==> config.mk <==
export PLATFORM = sky130hd
export DESIGN_NAME = mux_param_rr
export DESIGN_NICKNAME = d
export VERILOG_FILES = /design/src/rtl/mux_param_rr.sv
export SDC_FILE = /design/constraint.sdc
export NUM_CORES = 1
export LEC_CHECK = 0
export ABC_AREA = 1
export CAP_MARGIN = 20
export CORE_MARGIN = 4
export CORE_UTILIZATION = 39
export DETAILED_ROUTE_END_ITERATION = 10
export PLACE_DENSITY = 0.79
export SYNTH_ARGS = -nofsm -noshare
export SYNTH_HDL_FRONTEND = slang
export SYNTH_SLANG_ARGS = --single-unit
export TNS_END_PERCENT = 5
==> constraint.sdc <==
create_clock -name clk -period 1.97 [get_ports clk]
set_clock_uncertainty 0.05 [all_clocks]
set_input_delay 0.394 -clock clk [delete_from_list [all_inputs] [get_ports clk]]
set_output_delay 0.394 -clock clk [all_outputs]
set_load 0.01 [all_outputs]
==> src/rtl/mux_param_rr.sv <==
// Parametrised N-channel registered mux with valid/ready on every channel and direct or round-robin selection.
// Optional feature macro: MUX_PARAM_RR_SEL_ERR_EN adds a sticky sel_err output for out-of-range direct selects.
module mux_param_rr #(
    parameter int WIDTH    = 2,
    parameter int CHANNELS = 4,
    localparam int SEL_W   = $clog2(CHANNELS)
) (
    input  logic                      clk,
    input  logic                      rst,
    input  logic [CHANNELS*WIDTH-1:0] in_data,
    input  logic [CHANNELS-1:0]       in_valid,
    output logic [CHANNELS-1:0]       in_ready,
    input  logic                      mode,
    input  logic [SEL_W-1:0]          select,
    output logic [WIDTH-1:0]          out_data,
    output logic                      out_valid,
    input  logic                      out_ready,
    output logic [SEL_W-1:0]          out_chan
`ifdef MUX_PARAM_RR_SEL_ERR_EN
    ,
    output logic                      sel_err
`endif
);

    logic [WIDTH-1:0] chan_data [CHANNELS];

    logic [WIDTH-1:0] out_data_q,  out_data_d;
    logic             out_valid_q, out_valid_d;
    logic [SEL_W-1:0] out_chan_q,  out_chan_d;
    logic [SEL_W-1:0] ptr_q,       ptr_d;

    logic             load;
    logic             rr_found;
    logic [SEL_W-1:0] rr_grant;
    logic [SEL_W-1:0] grant;
    logic             grant_ok;
    logic             xfer;
    logic [WIDTH-1:0] grant_data;

    generate
        for (genvar gi = 0; gi < CHANNELS; gi++) begin : g_unpack
            assign chan_data[gi] = in_data[gi*WIDTH +: WIDTH];
        end
    endgenerate

    // Round-robin search starting at ptr; descending loop so the nearest valid channel wins.
    always_comb begin
        int idx;
        rr_found = 1'b0;
        rr_grant = '0;
        idx      = 0;
        for (int k = CHANNELS - 1; k >= 0; k--) begin
            idx = int'(ptr_q) + k;
            if (idx >= CHANNELS) begin
                idx = idx - CHANNELS;
            end
            if (in_valid[idx]) begin
                rr_found = 1'b1;
                rr_grant = SEL_W'(idx);
            end
        end
    end

    always_comb begin
        load = !out_valid_q || out_ready;
        if (mode) begin
            grant    = rr_grant;
            grant_ok = rr_found;
        end else begin
            grant    = select;
            grant_ok = int'(select) < CHANNELS;
        end
    end

    // Ready is suppressed while reset is held so nothing is granted mid-reset.
    always_comb begin
        in_ready   = '0;
        grant_data = '0;
        for (int i = 0; i < CHANNELS; i++) begin
            if (int'(grant) == i) begin
                grant_data = chan_data[i];
                if (grant_ok && load && !rst) begin
                    in_ready[i] = 1'b1;
                end
            end
        end
        xfer = |(in_ready & in_valid);
    end

    always_comb begin
        out_data_d  = out_data_q;
        out_valid_d = out_valid_q;
        out_chan_d  = out_chan_q;
        ptr_d       = ptr_q;
        if (xfer) begin
            out_data_d  = grant_data;
            out_chan_d  = grant;
            out_valid_d = 1'b1;
            if (mode) begin
                ptr_d = (int'(grant) == CHANNELS - 1) ? '0 : grant + SEL_W'(1);
            end
        end else if (out_ready) begin
            out_valid_d = 1'b0;
        end
    end

    always_ff @(posedge clk or posedge rst) begin
        if (rst) begin
            out_data_q  <= '0;
            out_valid_q <= 1'b0;
            out_chan_q  <= '0;
            ptr_q       <= '0;
        end else begin
            out_data_q  <= out_data_d;
            out_valid_q <= out_valid_d;
            out_chan_q  <= out_chan_d;
            ptr_q       <= ptr_d;
        end
    end

    assign out_data  = out_data_q;
    assign out_valid = out_valid_q;
    assign out_chan  = out_chan_q;

`ifdef MUX_PARAM_RR_SEL_ERR_EN
    logic sel_err_q, sel_err_d;

    always_comb begin
        sel_err_d = sel_err_q;
        if (!mode && (int'(select) >= CHANNELS) && (|in_valid)) begin
            sel_err_d = 1'b1;
        end
    end

    always_ff @(posedge clk or posedge rst) begin
        if (rst) begin
            sel_err_q <= 1'b0;
        end else begin
            sel_err_q <= sel_err_d;
        end
    end

    assign sel_err = sel_err_q;
`endif

endmodule
# --- Word level (Yosys, flattened, before mapping) ---
# Index checks and enable logic that the tools add are counted.
totals:
  in_bits: 18
  register_bits: 7
  out_inout_bits: 9
classes:
  reduce_logical: 9
  n_addsub: 8
  bitwise_logic: 1
  magnitude_cmp: 8
  n_eq_ne: 3
  muxes: 38
ops:
  columns: ["operator", "n"]
  rows:
  - ["32-bit by 4-bit < comparator with 1-bit output, second input constant", 4]
  - ["32-bit 2-to-1 mux", 4]
  - ["1-bit 2-to-1 mux", 20]
  - ["2-bit 2-to-1 mux", 10]
  - ["3-bit by 3-bit subtractor with 4-bit output, second input constant", 3]
  - ["3-bit greater-or-equal comparator, second input constant", 3]
  - ["1-bit binary-select mux with 2-bit select", 4]
  - ["2-bit by 2-bit adder with 3-bit output, second input constant", 2]
  - ["4-bit AND", 1]
  - ["2-bit equality test, second input constant", 2]
  - ["4-bit OR reduction", 1]
  - ["2-bit by 3-bit subtractor with 4-bit output, second input constant", 1]
  - ["2-bit by 1-bit adder with 3-bit output, second input constant", 1]
  - ["2-bit by 3-bit greater-or-equal comparator with 1-bit output, second input constant", 1]
  - ["2-bit by 1-bit adder with 2-bit output, second input constant", 1]
  - ["2-bit by 1-bit equality test with 1-bit output, second input constant", 1]
  - ["1-bit logical AND", 2]
  - ["1-bit logical NOT", 2]
  - ["2-bit logical NOT", 1]
  - ["2-bit AND reduction", 1]
  - ["2-bit nonzero test", 1]
  - ["1-bit logical OR", 1]

# --- Depth between registers and ports, before layout ---
logic_depth:
  ltp_word: 18
  depth_mapped: 20
  mapped_depth_nobuf: 20

# --- Least setup slack after synthesis ---
# Ideal clock, no wire load.
synth_path:
  path_type: "register -> output"
  from: "register ptr_q[0]"
  to: "output in_ready[3]"
  setup_slack_ns: -0.152
  stages_incl_launch_ff: 16
  arrival_time_ns: 1.678
  required_time_ns: 1.526
  cell_sequence: "dfrtp_1 -> buf_6 -> nand2_1 -> nand2_1 -> nand2_1 -> nand2_2 -> inv_1 -> nand2_1 -> nand3_1 -> nand2_1 -> nand3_1 -> nand2_1 -> inv_1 -> ha_1 -> inv_1 -> nor2_1"
synth_between:
  word_cells_on_any_way: 42
  cone_classes: "7 x add/sub; 4 x order compare; 1 x eq/ne; 28 x mux; 2 x reduce/logical"
synth_rtl:
  columns: ["element", "line", "source"]
  rows:
  - ["start: declaration", "30", "logic [SEL_W-1:0] ptr_q, ptr_d;"]
  - ["start signal: assignment", "117", "ptr_q <= ptr_d;"]
  - ["2-bit by 2-bit adder with 3-bit output", "53", "idx = int'(ptr_q) + k;"]
  - ["3-bit by 3-bit subtractor with 4-bit output or 3-bit greater-or-equal comparator (tied branches)", "55, 54", null]
  - ["32-bit 2-to-1 mux", "54", "if (idx >= CHANNELS) begin"]
  - ["1-bit binary-select mux with 2-bit select", "57", "if (in_valid[idx]) begin"]
  - ["1-bit 2-to-1 mux (not written as such) (2 in a row)", "57", null]
  - ["2-bit 2-to-1 mux (3 in a row)", "57", null]
  - ["2-bit 2-to-1 mux *", "57", null]
  - ["2-bit 2-to-1 mux *", "66", "if (mode) begin"]
  - ["via grant[0]", "35", "logic [SEL_W-1:0] grant;"]
  - ["2-bit by 1-bit equality test with 1-bit output *", "80", "if (int'(grant) == i) begin"]
  - ["1-bit 2-to-1 mux *", "80", null]
  - ["end: declaration", "12", "output logic [CHANNELS-1:0] in_ready,"]
# Mark *: on every way through the listed nets, which the timed path passes. The rest lies on a longest branch. The select of a mux whose other input is x is not followed.

# --- Worst setup path after layout ---
layout_path:
  from: "register ptr_q[0]"
  to: "output in_ready[1]"
layout_between:
  word_cells_on_any_way: 42
  cone_classes: "7 x add/sub; 4 x order compare; 1 x eq/ne; 28 x mux; 2 x reduce/logical"
layout_rtl:
  columns: ["element", "line"]
  rows:
  - ["2-bit by 2-bit adder with 3-bit output", "53"]
  - ["3-bit by 3-bit subtractor with 4-bit output or 3-bit greater-or-equal comparator (tied branches)", "55, 54"]
  - ["32-bit 2-to-1 mux", "54"]
  - ["1-bit binary-select mux with 2-bit select", "57"]
  - ["1-bit 2-to-1 mux (not written as such) (2 in a row)", "57"]
  - ["2-bit 2-to-1 mux (3 in a row)", "57"]
  - ["2-bit 2-to-1 mux *", "57"]
  - ["2-bit 2-to-1 mux *", "66"]
  - ["via grant[1]", "35"]
  - ["2-bit equality test *", "80"]
  - ["1-bit 2-to-1 mux *", "80"]
# Marks and branches as above.

==> metrics.txt <==
largest net degree at the start of global routing=8; H-Tree Depth=1; First-pass DRT Iterations=4; Setup WS pre-CTS=-1090 ps; initial antenna violation count=0; crit path capture type=output port; Post-route DRC=0; Final Max Slew Viols=0; global route overflow=0; Leakage=0.705 nW; Tcrit/Tclk final=1.30; Reg clk slew, reported paths=around 50 ps; status=complete, but fails checks; Arr. time, crit path=2130 ps; gpl congestion=0.814; Vias/cell=between 4 and 5; first-pass GRT wire length=between 4 and 5 mm; clk_lat worst skew=about 250 ps; Num CTS Buffers=3; top-area cell type share of the netlist area=0.243; Clock Sinks=7; # IOs=27; die span in x=between 50 and 60 um; Total GRT Usage=0.237; Starting Density=0.412; failing checks=negative setup slack; DR vias=about 1,000; Die ar.=between 2000 and 3000 um2; syn avg cell area=roughly 6.1 um2; final wirelength=between 2 and 3 mm; crit path time final=2570 ps; startpoint types=register; slew margin rel.=0.779; Die Span Y=approximately 50 um; RSZ-0062 raised after global routing=true; final design area excluding fillers=around 1400 um2; setup ws final=-600 ps; Setup violations, final=11; leading post-synthesis cells by cell area=dfrtp_1 24%, nand2_1 23%, inv_1 7.8%; Max clock buf depth=2; Core Box Area=~1700 um2; IO Port Bufs=26; IR Drop Worst-Case VDD=0.960 mV; Final nets=204; DP Area=approximately 1200 um2; row count=15; post-synth top area cell=dfrtp_1; Synthesized Nets=140; vias in the first global route=between 1,000 and 1,500; routed len/inst=13.5 um; post-synthesis cell area=~720 um2; n_diodes=0; max-cap violations=0; TritonCTS clock tree=built; PwrDens=roughly 1400 nW/um2; synthesis-to-layout area growth=96.5%; clock root buffer=clkbuf_4; Post-Place Cells=190; min-delay worst type=input pin to asynchronous set/reset pin; post-synthesis sequential area ratio=0.243; synth unique cells=19; layout cells sized above 1=0.459; 1st-iter DRT viols=16; FMAX=389 MHz; Setup Crit Path Kind=register to output port; Tightest Pin Transition=around 330 ps; #FFs+latches synth=7; Req. time, crit path=roughly 1500 ps; cell count after synthesis=roughly 120; Synthesis Warnings=0; Post-Layout Cell Count=between 200 and 250; Max Fanout on Critical Path=6; Hold Fails Final Rpt=0; antenna viol nets, final=0; Critical Path Source=ptr_q[0]$_DFFE_PP0P_; RR Startpoint=ptr_q[0]$_DFFE_PP0P_; Detail Placement HPWL=about 1.9 mm
[stage by stage]
step	setup TNS, ps	utilization	hold WS, ps	total power, mW
finish	-5300	0.810	359	1.96
global route	-6620	0.810	378	2.12
CTS	-4390	0.797	357	1.87
detailed placement	-9700	0.696	419	1.44
global placement	-9540	0.696	420	1.40
floorplan	-328	-	147	0.954
[registers in the layout, indices dropped and copies added (netlist names)]
signal     cells
out_chan       2
out_data       2
out_valid      1
ptr_q          2
[per-layer routing]
layer | vias up | part of all wire | GRT usage
met5 | - | 0 | 0
met4 | 0 | 0.035 | 0.135
met3 | 10 | 0.037 | 0.0350
met2 | 35 | 0.51 | 0.433
met1 | 462 | 0.41 | 0.257
li1 | 502 | - | -
[cell usage after synthesis]
cell	n
inv_1	15
ha_1	4
dfrtp_1	7
nand4_1	4
o211ai_1	1
a31oi_1	1
nor2_2	1
nand3_1	8
nand2_2	7
a22o_1	1
nand3b_1	1
nor2_1	9
buf_6	1
nor2_4	1
inv_2	1
o21ai_0	8
o21ai_2	2
nand2_1	44
a21oi_1	2
[final timing paths]
kind / slack (ps) / to / cells past startpoint
worst max-delay path: -600 / in_ready[1] / 10
worst min-delay path: 360 / out_data[1]$_DFFE_PP0P_ / 2
worst max register to register: -500 / out_data[1]$_DFFE_PP0P_ / 16
worst min register to register: 450 / out_data[0]$_DFFE_PP0P_ / 2
max in group asynchronous: 1290 / ptr_q[0]$_DFFE_PP0P_ / 2
min in group clk: 450 / out_data[0]$_DFFE_PP0P_ / 2
[kinds of logic (layout without fill, tap and decap cells)]
family,count (synthesis),after routing,share of synthesized area
compound gates,15,15,0.125
buf+inv,17,80,0.0991
fa+ha+maj,4,4,0.0696
simple gates,75,75,0.463
flops,7,7,0.243
[cell usage in the layout (no fill, tap or decap), drive strengths merged]
master         count
nor2              11
o21ai             10
dlygate4sd2        4
a21oi              2
a31oi              1
nand2             51
ha                 4
inv               16
a22o               1
dfrtp              7
nand3              8
nand3b             1
clkbuf             4
o211ai             1
nand4              4
clkdlybuf4s50     18
buf               38
[power by group]
group	switching (mW)	internal, mW	leakage (nW)	total (mW)
clock	0.0537	0.0774	0.0150	0.131
sequential	0.0624	0.212	0.0861	0.275
combinational	0.780	0.769	0.604	1.55
[final cells by class]
cell class / count / area [um2]
clock buffer: 4 / 26.3
fill: 111 / 332
inverter: 16 / 67.6
multi-input combinational: 94 / 599
sequential: 7 / 178
tap: 25 / 31.3
timing repair buffer: 60 / 512
[worst max-delay path: stages (launching register included)]
cell	delay, ps
dfrtp_2	450
buf_6	150
o211ai_1	310
a31oi_1	170
a22o_4	270
inv_4	80
buf_6	100
ha_4	140
inv_4	40
nor2_4	70
buf_6	110
[repair_timing]
item	in CTS	in global routing
gates resized for setup	48	4
hold buffers	0	0
pin swaps	21	6
endpoints found under the setup margin	11	11
buffers inserted	10	2
(Power assumes the default switching activity.)
